[src/rtl/gnrc_credit_fifo.sv]
// Credit-tracked receive FIFO: turns a valid-only, no-backpressure arrival stream into a
// valid/ready stream and hands out one credit per free slot to the upstream issue logic.
module gnrc_credit_fifo #(
  parameter int  DEPTH = 4,
  parameter type DTYPE = logic,
  localparam int CW    = $clog2(DEPTH + 1)
) (
  input  logic          clk_i,
  input  logic          rst_i,
  input  logic          flush_i,
  input  logic          req_i,
  output logic          gnt_o,
  input  logic          valid_i,
  input  DTYPE          data_i,
  output logic          valid_o,
  input  logic          ready_i,
  output DTYPE          data_o,
  output logic [CW-1:0] credit_o,
  output logic [CW-1:0] count_o,
  output logic          overflow_o
);

  localparam int            PW       = (DEPTH > 1) ? $clog2(DEPTH) : 1;
  localparam logic [PW-1:0] LAST_PTR = PW'(DEPTH - 1);
  localparam logic [PW-1:0] ZERO_P   = {PW{1'b0}};
  localparam logic [PW-1:0] ONE_P    = PW'(1);
  localparam logic [CW-1:0] FULL_CNT = CW'(DEPTH);
  localparam logic [CW-1:0] ZERO_C   = {CW{1'b0}};
  localparam logic [CW-1:0] ONE_C    = CW'(1);

  DTYPE          r_mem [DEPTH];
  logic [PW-1:0] r_wr_ptr;
  logic [PW-1:0] r_rd_ptr;
  logic [CW-1:0] r_count;
  logic [CW-1:0] r_credit;
  logic          r_valid;
  logic          r_overflow;

  logic [PW-1:0] w_wr_ptr_nxt;
  logic [PW-1:0] w_rd_ptr_nxt;
  logic [CW-1:0] w_count_nxt;
  logic [CW-1:0] w_credit_nxt;
  logic          w_push;
  logic          w_pop;
  logic          w_full;
  logic          w_accept;
  logic          w_drop;
  logic          w_gnt;

  // Pointers wrap explicitly so DEPTH need not be a power of two.
  function automatic logic [PW-1:0] ptr_inc(input logic [PW-1:0] p);
    logic [PW-1:0] r;
    if (p == LAST_PTR) begin
      r = ZERO_P;
    end else begin
      r = p + ONE_P;
    end
    return r;
  endfunction

  // Handshake decode and next-state arithmetic for pointers, occupancy and credits.
  always_comb begin
    w_full   = (r_count == FULL_CNT);
    w_push   = valid_i & ~flush_i;
    w_pop    = r_valid & ready_i & ~flush_i;
    // A full FIFO still takes the arriving beat when the head leaves in the same cycle.
    w_accept = w_push & (~w_full | w_pop);
    w_drop   = w_push & w_full & ~w_pop;
    w_gnt    = req_i & (r_credit != ZERO_C) & ~flush_i & ~rst_i;

    case ({w_accept, w_pop})
      2'b10:   w_count_nxt = r_count + ONE_C;
      2'b01:   w_count_nxt = r_count - ONE_C;
      default: w_count_nxt = r_count;
    endcase

    case ({w_pop, w_gnt})
      2'b10:   w_credit_nxt = r_credit + ONE_C;
      2'b01:   w_credit_nxt = r_credit - ONE_C;
      default: w_credit_nxt = r_credit;
    endcase

    if (w_accept) begin
      w_wr_ptr_nxt = ptr_inc(r_wr_ptr);
    end else begin
      w_wr_ptr_nxt = r_wr_ptr;
    end

    if (w_pop) begin
      w_rd_ptr_nxt = ptr_inc(r_rd_ptr);
    end else begin
      w_rd_ptr_nxt = r_rd_ptr;
    end
  end

  // Control state: reset beats flush, flush clears everything except the sticky error.
  always_ff @(posedge clk_i) begin
    if (rst_i) begin
      r_wr_ptr   <= ZERO_P;
      r_rd_ptr   <= ZERO_P;
      r_count    <= ZERO_C;
      r_credit   <= FULL_CNT;
      r_valid    <= 1'b0;
      r_overflow <= 1'b0;
    end else if (flush_i) begin
      r_wr_ptr   <= ZERO_P;
      r_rd_ptr   <= ZERO_P;
      r_count    <= ZERO_C;
      r_credit   <= FULL_CNT;
      r_valid    <= 1'b0;
      r_overflow <= r_overflow;
    end else begin
      r_wr_ptr   <= w_wr_ptr_nxt;
      r_rd_ptr   <= w_rd_ptr_nxt;
      r_count    <= w_count_nxt;
      r_credit   <= w_credit_nxt;
      r_valid    <= (w_count_nxt != ZERO_C);
      r_overflow <= r_overflow | w_drop;
    end
  end

  // Payload storage; contents are don't-care until written.
  always_ff @(posedge clk_i) begin
    if (w_accept && !rst_i) begin
      r_mem[r_wr_ptr] <= data_i;
    end
  end

  assign gnt_o      = w_gnt;
  assign valid_o    = r_valid;
  assign data_o     = r_mem[r_rd_ptr];
  assign credit_o   = r_credit;
  assign count_o    = r_count;
  assign overflow_o = r_overflow;

endmodule

[config.mk]
export PLATFORM = sky130hd
export DESIGN_NAME = gnrc_credit_fifo
export DESIGN_NICKNAME = d
export VERILOG_FILES = /design/src/rtl/gnrc_credit_fifo.sv
export SDC_FILE = /design/constraint.sdc
export NUM_CORES = 1
export LEC_CHECK = 0
export ABC_AREA = 1
export CAP_MARGIN = 20
export CORE_ASPECT_RATIO = 1.25
export CORE_MARGIN = 5
export CORE_UTILIZATION = 35
export CTS_BUF_LIST = sky130_fd_sc_hd__clkbuf_4
export CTS_CLUSTER_DIAMETER = 200
export DETAILED_ROUTE_END_ITERATION = 8
export GPL_ROUTABILITY_DRIVEN = 0
export PLACE_DENSITY = 0.62
export REMOVE_ABC_BUFFERS = 1
export SYNTH_ARGS = -nofsm -noshare
export SYNTH_HDL_FRONTEND = slang
export SYNTH_SLANG_ARGS = --single-unit
[constraint.sdc]
create_clock -name clk_i -period 2.4 [get_ports clk_i]
set_input_delay 0.6 -clock clk_i [delete_from_list [all_inputs] [get_ports clk_i]]
set_output_delay 0.6 -clock clk_i [all_outputs]
set_load 0.05 [all_outputs]
# [Word level (Yosys, flattened, before mapping)]
# Memory sizes are Yosys's and may differ from the RTL's. A register that Yosys moved wholly into a read port is not among the register bits.
# Cells that the tools add are included.
[classes] add_sub_neg=6 mux=8 bitwise=15 reduce_logical=6 eq_ne=7
[ops] cell="$pmux W3 S2" n=2
[ops] cell="$and A1 B1 Y1" n=9
[ops] cell="$eq A2 B2 Y1 const B" n=4
[ops] cell="$mux W2" n=4
[ops] cell="$add A3 B1 Y3 const B" n=2
[ops] cell="$reduce_bool A3 Y1" n=2
[ops] cell="$sub A3 B1 Y3 const B" n=2
[ops] cell="$add A2 B1 Y2 const B" n=2
[ops] cell="$eq A2 B1 Y1 const B" n=2
[ops] cell="$not A1 Y1" n=4
[ops] cell="$eq A3 B3 Y1 const B" n=1
[ops] cell="$mux W1" n=2
[ops] cell="$or A1 B1 Y1" n=2
[ops] cell="$reduce_bool A2 Y1" n=1
[ops] cell="$reduce_or A2 Y1" n=1
[ops] cell="$logic_and A1 B1 Y1" n=1
[ops] cell="$logic_not A1 Y1" n=1
[word_totals] wordCells=49 output_inout_bits=10 input_bits=7 mem_bits_rw=4 n_memories=1 regBits=12
[mem_list] memory="r_mem" words=4 width=1 read_ports=1 rd_ports_with_merged_regs=1 write_ports=1 line="31" source="DTYPE r_mem [DEPTH];"

# [Longest topological paths before layout]
# Gate-level depths: netlist (run 1).
[logic_depth] depth_word=7 mapped_depth=9 mapped_depth_nobuf=9

# [Least setup slack after synthesis (run 1)]
# No wires, ideal clock.
[synth_timing] path_kind="flip-flop to flip-flop" startpoint="register r_credit[0], in the netlist credit_o[0]" endpoint="register r_credit[2], in the netlist credit_o[2]" path_slack_ns=-0.024 setup_ns=0.139 arrival_time_ns=2.285 period_less_slack_ns=2.424 stages_incl_launch_ff=9 n_path_buf=0 required_time_ns=2.261 path_cell_list="dfxtp_1 o311a_1 ha_1 fa_1 a21oi_1 o21a_1 inv_1 a21oi_1 o21ai_1"
[synth_via] elab_chain_len=6 word_cells_on_any_way=10 cone_classes="2 x add/sub; 2 x eq/ne; 1 x mux; 3 x bitwise; 2 x reduce/logical"
[synth_rtl] element="start: declaration" line="35" source="logic [CW-1:0] r_credit;"
[synth_rtl] element="start signal: assignment" line="116" source="r_credit <= w_credit_nxt;"
[synth_rtl] element="$reduce_bool A3 Y1 (*)" line="69" source="w_gnt = req_i & (r_credit != ZERO_C) & ~flush_i & ~rst_i;"
[synth_rtl] element="$and A1 B1 Y1 (*) (3 in series)" line="69"
[synth_rtl] element="via gnt_o" line="12" source="output logic gnt_o,"
[synth_rtl] element="$eq A2 B1 Y1 / $eq A2 B2 Y1 (equally long branches)" line="77" source="case ({w_pop, w_gnt})"
[synth_rtl] element="$pmux W3 S2 / $reduce_bool A2 Y1 (equally long branches)"
# Mark *: on every way through the listed nets, which the timed path passes. The rest lies on a longest branch.
# A chain may end at the register's enable or synchronous reset.

# [Worst setup path after layout (run 1)]
[layout_timing] startpoint="input port flush_i" endpoint="output port gnt_o"
[layout_via] elab_chain_len=3
[layout_rtl] element="start: declaration" line="10" source="input logic flush_i,"
[layout_rtl] element="$not A1 Y1" line="69"
[layout_rtl] element="$and A1 B1 Y1 (2 in series)" line="69"
[layout_rtl] element="end: declaration" line="12"
# No other way between the ends.

==> impl_metrics.env, run 1 <==
export IMPL_run_status="completed"
export IMPL_slew_headroom_pct=66.5
export IMPL_power_density_nw_per_um2=460
export IMPL_synth_area_leaders="dfxtp_1 (30%), edfxtp_1 (13%), ha_1 (8.1%), inv_1 (6.5%), nand2_1 (6.5%)"
export IMPL_routed_wl_mm=1.78
export IMPL_max_slew_worst_pin_slew_ps=501
export IMPL_drive_gt1_share_pct=20.9
export IMPL_fp_dieW_um=55.9
export IMPL_die_area_um2=3770
export IMPL_rrSetupSlack_ps=450
export IMPL_synth_distinct_cells=27
export IMPL_rows=20
export IMPL_vias=776
export IMPL_first_pass_iters=4
export IMPL_cts_buffers=3
export IMPL_critPathCapture="gnt_o"
export IMPL_p_leak_nw=0.531
export IMPL_synth_seq_area_share_pct=43.4
export IMPL_finalSetupViolCount=0
export IMPL_place_port_buffers=16
export IMPL_cts_root_buf="clkbuf_4"
export IMPL_cp_end_kind="output pin"
export IMPL_cts_buffer_depth=2
export IMPL_synth_top_cell_area_share_pct=30.4
export IMPL_area_growth_syn_to_layout_pct=33.1
export IMPL_cp_required_ps=1800
export IMPL_postSynthAreaPerCell_um2=8.79
export IMPL_post_drt_wl_per_cell_um=10.7
export IMPL_dp_hpwl_mm=1.53
export IMPL_period_share_pct=94.2
export IMPL_drtIter0Drc=6
export IMPL_reg2reg_depth=8
export IMPL_num_antenna_cells=0
export IMPL_synth_warnings=0
export IMPL_grt_pass1_vias=786
export IMPL_crit_reg2reg_capture="credit_o[2]"
export IMPL_worst_clock_skew_ps=7.18
export IMPL_vdd_drop_max_v=0.000288
export IMPL_crit_type="in -> out"
export IMPL_min_path_type="reg -> reg"
export IMPL_fin_area_um2=1230
export IMPL_gr_total_overflow=0
export IMPL_grt_usage_pct=10.8
export IMPL_r2r_start="credit_o[0]"
export IMPL_drc=0
export IMPL_cp_start_kind="input port"
export IMPL_worst_slack_ps=139
export IMPL_period_needed_ps=2260
export IMPL_grt_max_degree=11
export IMPL_clock_latency_ps=280
export IMPL_antenna_left=0
export IMPL_worstHoldPathCells=1
export IMPL_ys_seq_elements=18
export IMPL_cts_hold_buf=0
export IMPL_htreeDepth=1
export IMPL_boundaryPins=17
export IMPL_synth_largest_area_cell="dfxtp_1"
export IMPL_antenna_found_initial=0
export IMPL_grt_pass1_wl_mm=3.16
export IMPL_cts_tree="done"
export IMPL_finalNetCount=150
export IMPL_initial_core_util_pct=37.3
export IMPL_clock_fmax_ghz=0.442
export IMPL_placed_cell_area_um2=1200
export IMPL_rsz0062_at_grt="no"
export IMPL_coreArea_um2=2480
export IMPL_clock_sinks=18
export IMPL_startpoint="flush_i"
export IMPL_cap_violations=0
export IMPL_maxSlewViolCount=0
export IMPL_crit_arrival_ps=1660
export IMPL_dp_slack_ps=-145
export IMPL_via_per_inst=4.65
export IMPL_clk_pin_slew_worst_paths_ps=90
export IMPL_finalHoldViolCount=0
export IMPL_syn_inst=105
export IMPL_worstPathMaxFanout=3
export IMPL_fp_dieH_um=67.4
export IMPL_syn_area_um2=923
## metal layers
metal / vias to the layer above / wire length (um) / GRT usage, %
li1: 402 / - / -
met1: 359 / 751 / 11.1
met3: 2 / 54 / 2.10
met2: 13 / 961 / 20.7
met4: 0 / 17 / 5.93
met5: - / 0 / 0
## critical path, cell delays in order
cell and delay [ps]:
clkdlybuf4s50_1 450, nor2_2 160, o311a_1 200, buf_4 120
buf_12 120
## cells in the final DEF (no fill, tap or decap), types with 2 or more instances in the layout
master and n:
nand3_1 3, clkinv_1 2, dfxtp_1 14, nand2_1 16, clkbuf_4 3, nand2_4 2
nor2_2 6, edfxtp_1 4, ha_1 6, o21ai_1 2, fa_1 2, nor2_1 7
nor3_1 3, buf_4 10, a21oi_1 10, inv_1 16, clkdlybuf4s50_1 14
## cells by family (layout without fill, tap and decap cells)
family / Yosys count / in the layout / synth area share (%)
DFF: 18 / 18 / 43.4
buffers and inverters: 18 / 47 / 7.32
adders and majority gates: 8 / 8 / 12.5
AOI/OAI and AO/OA: 17 / 17 / 10.6
and+or+nand+nor: 44 / 44 / 26.3
## synthesized netlist by cell type
library cell and instances:
nand3_4 1, nor3_1 3, nand3_1 3, edfxtp_1 4, nand3b_1 1, inv_2 1, a31oi_1 1, clkinv_1 1
nand4_2 1, nand3_2 1, ha_1 6, nand2_2 1, o311a_1 1, nand2_1 16, o21ai_1 2, o21a_1 1
nor2_2 5, nor2_1 8, fa_1 2, nand4_1 1, a32oi_1 1, a21oi_1 10, inv_1 16, dfxtp_1 14
or2_4 1, nand2_4 2, o21ai_0 1
## what timing repair did
item | 4_1_cts | 5_1_grt
gates resized for setup | 0 | 1
setup buffers | 0 | 0
setup endpoints to repair | 0 | 1
## where the power goes
part	total [mW]	internal, mW	leakage, nW	switching, mW
registers	0.322	0.316	0.150	0.00684
logic	0.0951	0.0411	0.366	0.0540
clock network	0.148	0.0603	0.0154	0.0874
## area by class of cell
type                            count  area, um^2
Sequential cell                    18         400
Tap cell                           33        41.3
Fill cell                         245        1250
Clock buffer                        3        22.5
Inverter                           18        67.6
Clock inverter                      1        3.75
Multi-Input combinational cell     69         458
Timing Repair Buffer               25         235
## per-stage QoR
stage | hold WS [ps] | util [%] | total power, mW | cells | TNS (ps)
finish | 502 | 49.6 | 0.565 | 167 | 0
detailed placement | 480 | 48.4 | 0.425 | 163 | -145
global placement | 469 | 48.4 | 0.423 | 163 | -71.0
global route | 548 | 49.6 | 0.600 | 167 | 0
floorplan | 491 | - | 0.382 | 105 | -23.7
CTS | 505 | 49.5 | 0.576 | 167 | 0
## how the worst min path moves through the flow
stage / from / end / slack, ps
2_1_floorplan: r_wr_ptr[1] / r_wr_ptr[1] / 490
3_3_place_gp: credit_o[2] / credit_o[2] / 470
3_5_place_dp: overflow_o / overflow_o / 480
4_1_cts: credit_o[2] / credit_o[2] / 510
5_1_grt: credit_o[2] / credit_o[2] / 550
6_report: credit_o[2] / credit_o[2] / 500
Note: power is estimated with default switching activity, not from simulation.
==> inputs of run 2 (changes only) <==
ABC_AREA = default   (was 1)
CTS_CLUSTER_SIZE = 25   (was default)
==> run 2 against run 1 <==
Combinational power down 8.3%. Highest routed layer unchanged. Sequential share of layout area grew 0.68 points. Critical path depth grew 1. Clock power about the same. Count of clock-buffer cells in the layout unchanged.
==> impl_metrics.env, run 2 <==
export IMPL_run_status="completed"
export IMPL_rows=20
export IMPL_placed_cells=142
export IMPL_synthMuxAreaShare_pct=5.83
export IMPL_cts_buffer_depth=2
export IMPL_die_area_um2=3690
export IMPL_post_drt_wl_per_cell_um=12.2
export IMPL_boundaryPins=17
export IMPL_grt_pass1_vias=726
export IMPL_syn_inst=86
export IMPL_gr_total_overflow=0
export IMPL_cts_hold_buf=0
export IMPL_synth_xor_area_share_pct=2.92
export IMPL_vias=706
export IMPL_place_port_buffers=16
export IMPL_cts_buffers=3
export IMPL_postSynthAreaPerCell_um2=10.5
export IMPL_finalNetCount=129
export IMPL_yosys_area_share_simple_pct=21.4
export IMPL_synth_warnings=0
export IMPL_area_growth_syn_to_layout_pct=33.6
export IMPL_synth_most_common_cell="dfxtp_1"
export IMPL_coreArea_um2=2450
export IMPL_reg2reg_depth=6
export IMPL_period_needed_ps=2310
export IMPL_fp_dieH_um=66.7
export IMPL_via_per_inst=4.84
export IMPL_synth_top_family_by_area="simple AND/OR/NAND/NOR gates"
export IMPL_worstPathMaxFanout=2
export IMPL_num_antenna_cells=0
export IMPL_dp_hpwl_mm=1.43
export IMPL_synth_top_cell_area_share_pct=31.1
export IMPL_cap_violations=0
export IMPL_synth_distinct_cells=34
export IMPL_grt_pass1_wl_mm=3.19
export IMPL_synth_largest_area_cell="dfxtp_1"
export IMPL_mostFrequentLayoutCells="dfxtp_1 (14), clkdlybuf4s50_1 (12), nor2_1 (10)"
export IMPL_layout_commonest_cell="dfxtp_1"
export IMPL_initial_core_util_pct=36.7
export IMPL_fill_cells=248
export IMPL_p_leak_nw=0.468
export IMPL_worstHoldPathCells=2
export IMPL_finalSetupViolCount=0
export IMPL_antenna_found_initial=0
export IMPL_multi_input_area_um2=483
export IMPL_synth_edff_count=4
export IMPL_utilization_pct=49.1
export IMPL_synth_adder_area_share_pct=12.8
export IMPL_slew_headroom_pct=66.2
export IMPL_grt_max_degree=11
export IMPL_clock_fmax_ghz=0.433
export IMPL_max_slew_worst_pin_slew_ps=503
export IMPL_first_pass_iters=4
export IMPL_cts_root_buf="clkbuf_4"
export IMPL_drive_gt1_share_pct=17.7
export IMPL_antenna_left=0
export IMPL_synth_seq_area_share_pct=44.4
export IMPL_synth_area_leaders="dfxtp_1 (31%), edfxtp_1 (13%), ha_1 (8.3%), nor2_1 (4.6%), fa_1 (4.4%)"
export IMPL_synth_common_cells="dfxtp_1 (14), nor2_1 (11), ha_1 (6), inv_1 (5)"
export IMPL_clock_sinks=18
export IMPL_stdcell_count=146
export IMPL_power_density_nw_per_um2=464
export IMPL_syn_area_um2=901
export IMPL_clk_pin_slew_worst_paths_ps=100
export IMPL_period_share_pct=96.2
export IMPL_rsz0062_at_grt="no"
export IMPL_htreeDepth=1
export IMPL_clock_latency_ps=290
export IMPL_regArea_um2=400
export IMPL_synth_compound_area_share_pct=10.1
export IMPL_crit_arrival_ps=2530
export IMPL_crit_type="in -> reg"
export IMPL_grt_usage_pct=11.1
export IMPL_finalHoldViolCount=0
export IMPL_min_path_type="reg -> reg"
export IMPL_fp_dieW_um=55.4
export IMPL_cp_required_ps=2620
export IMPL_vdd_drop_max_v=0.000234
export IMPL_maxSlewViolCount=0
export IMPL_worst_clock_skew_ps=0.954
export IMPL_ys_seq_elements=18
export IMPL_cp_start_kind="input port"
export IMPL_drc=0
export IMPL_async_reset_ff_share_pct=0
export IMPL_cp_end_kind="flop"
export IMPL_cts_tree="done"
export IMPL_synth_top_flop_cell="dfxtp_1"
export IMPL_drtIter0Drc=3
export IMPL_routed_wl_mm=1.78
[run 2: cell types whose count changed after synthesis, sizes merged, moves of 2 or more]
| cell | delta |
|---|---|
| nand2 | -16 |
| mux2i | +3 |
| a21oi | -6 |
| a211oi | +2 |
| inv | -12 |
| nor3 | -2 |
| nor2 | -2 |
| and2 | +5 |
| xnor2 | +2 |
| nand4 | -2 |
| nand3 | -2 |
[run 2: stage by stage]
| stage | area, um^2 | hold WS (ps) | setup TNS, ps | total power [mW] | setup slack [ps] |
|---|---|---|---|---|---|
| 4_1_cts | 1190 | 496 | 0 | 0.568 | 3.41 |
| 2_1_floorplan | 897 | 454 | 0 | 0.374 | 18.0 |
| 5_1_grt | 1200 | 526 | 0 | 0.594 | 38.6 |
| 3_5_place_dp | 1170 | 481 | -814 | 0.415 | -282 |
| 3_3_place_gp | 1170 | 463 | -686 | 0.414 | -242 |
| 6_report | 1200 | 491 | 0 | 0.559 | 91.1 |
[run 2: path summary, 6_finish.rpt]
check / startpoint / end / slack, ps
worst min-delay path: r_rd_ptr[1] / flop / 490
worst max register to register: credit_o[0] / credit_o[2] / 450
worst min register to register: r_rd_ptr[1] / flop / 490
worst max-delay path: valid_i / valid_o / 90
[run 2: power breakdown]
part	total [mW]	internal [mW]	switching, mW
clock	0.151	0.0604	0.0911
sequential	0.320	0.314	0.00622
combinational	0.0872	0.0413	0.0459
total	0.559	0.416	0.143
[run 2: per-layer routing]
layer	part of all wire, %	track usage, %	vias up	wire (um)
met1	45	12.8	332	801
li1	-	-	364	-
met5	0	0	-	0
met2	52	19.2	8	920
met3	1.7	2.13	2	31
met4	1.5	6.38	0	27
[run 2: what timing repair did]
| action | in CTS | in global routing |
|---|---|---|
| pin swaps | 0 | 1 |
| endpoints found under the setup margin | 1 | 3 |
| gates resized for setup | 1 | 4 |
| cloned | 0 | 0 |
| setup buffers | 0 | 0 |
| hold endpoints to repair | 0 | 0 |
[run 2: kinds of logic (layout without fill, tap and decap cells)]
group | Yosys count | count (layout)
AO/OA/AOI/OAI | 14 | 14
XOR/XNOR | 3 | 3
adder cells (fa/ha/maj) | 8 | 8
buffers and inverters | 6 | 33
flip-flops | 18 | 18
multiplexers | 4 | 4
AND/OR/NAND/NOR | 33 | 33
[run 2: cell type report]
class,instances,area share (%)
well taps,33,3.43
clock inverters,1,0.312
multi-input cells,62,40.1
repair buffers,24,19.4
clock buffers,3,1.87
flip-flops and latches,18,33.3
inverters,5,1.56
[run 2: critical path: stages]
cell and delay, ps:
clkdlybuf4s50_1 420, nand4bb_1 240, fa_2 370, or4_4 540, a21o_1 210, a31oi_1 150
==> inputs of run 3 (changes only) <==
CAP_MARGIN = default   (was 20)
==> results of run 3 <==
Final layout, timing and power as in run 2 (identical DEF).
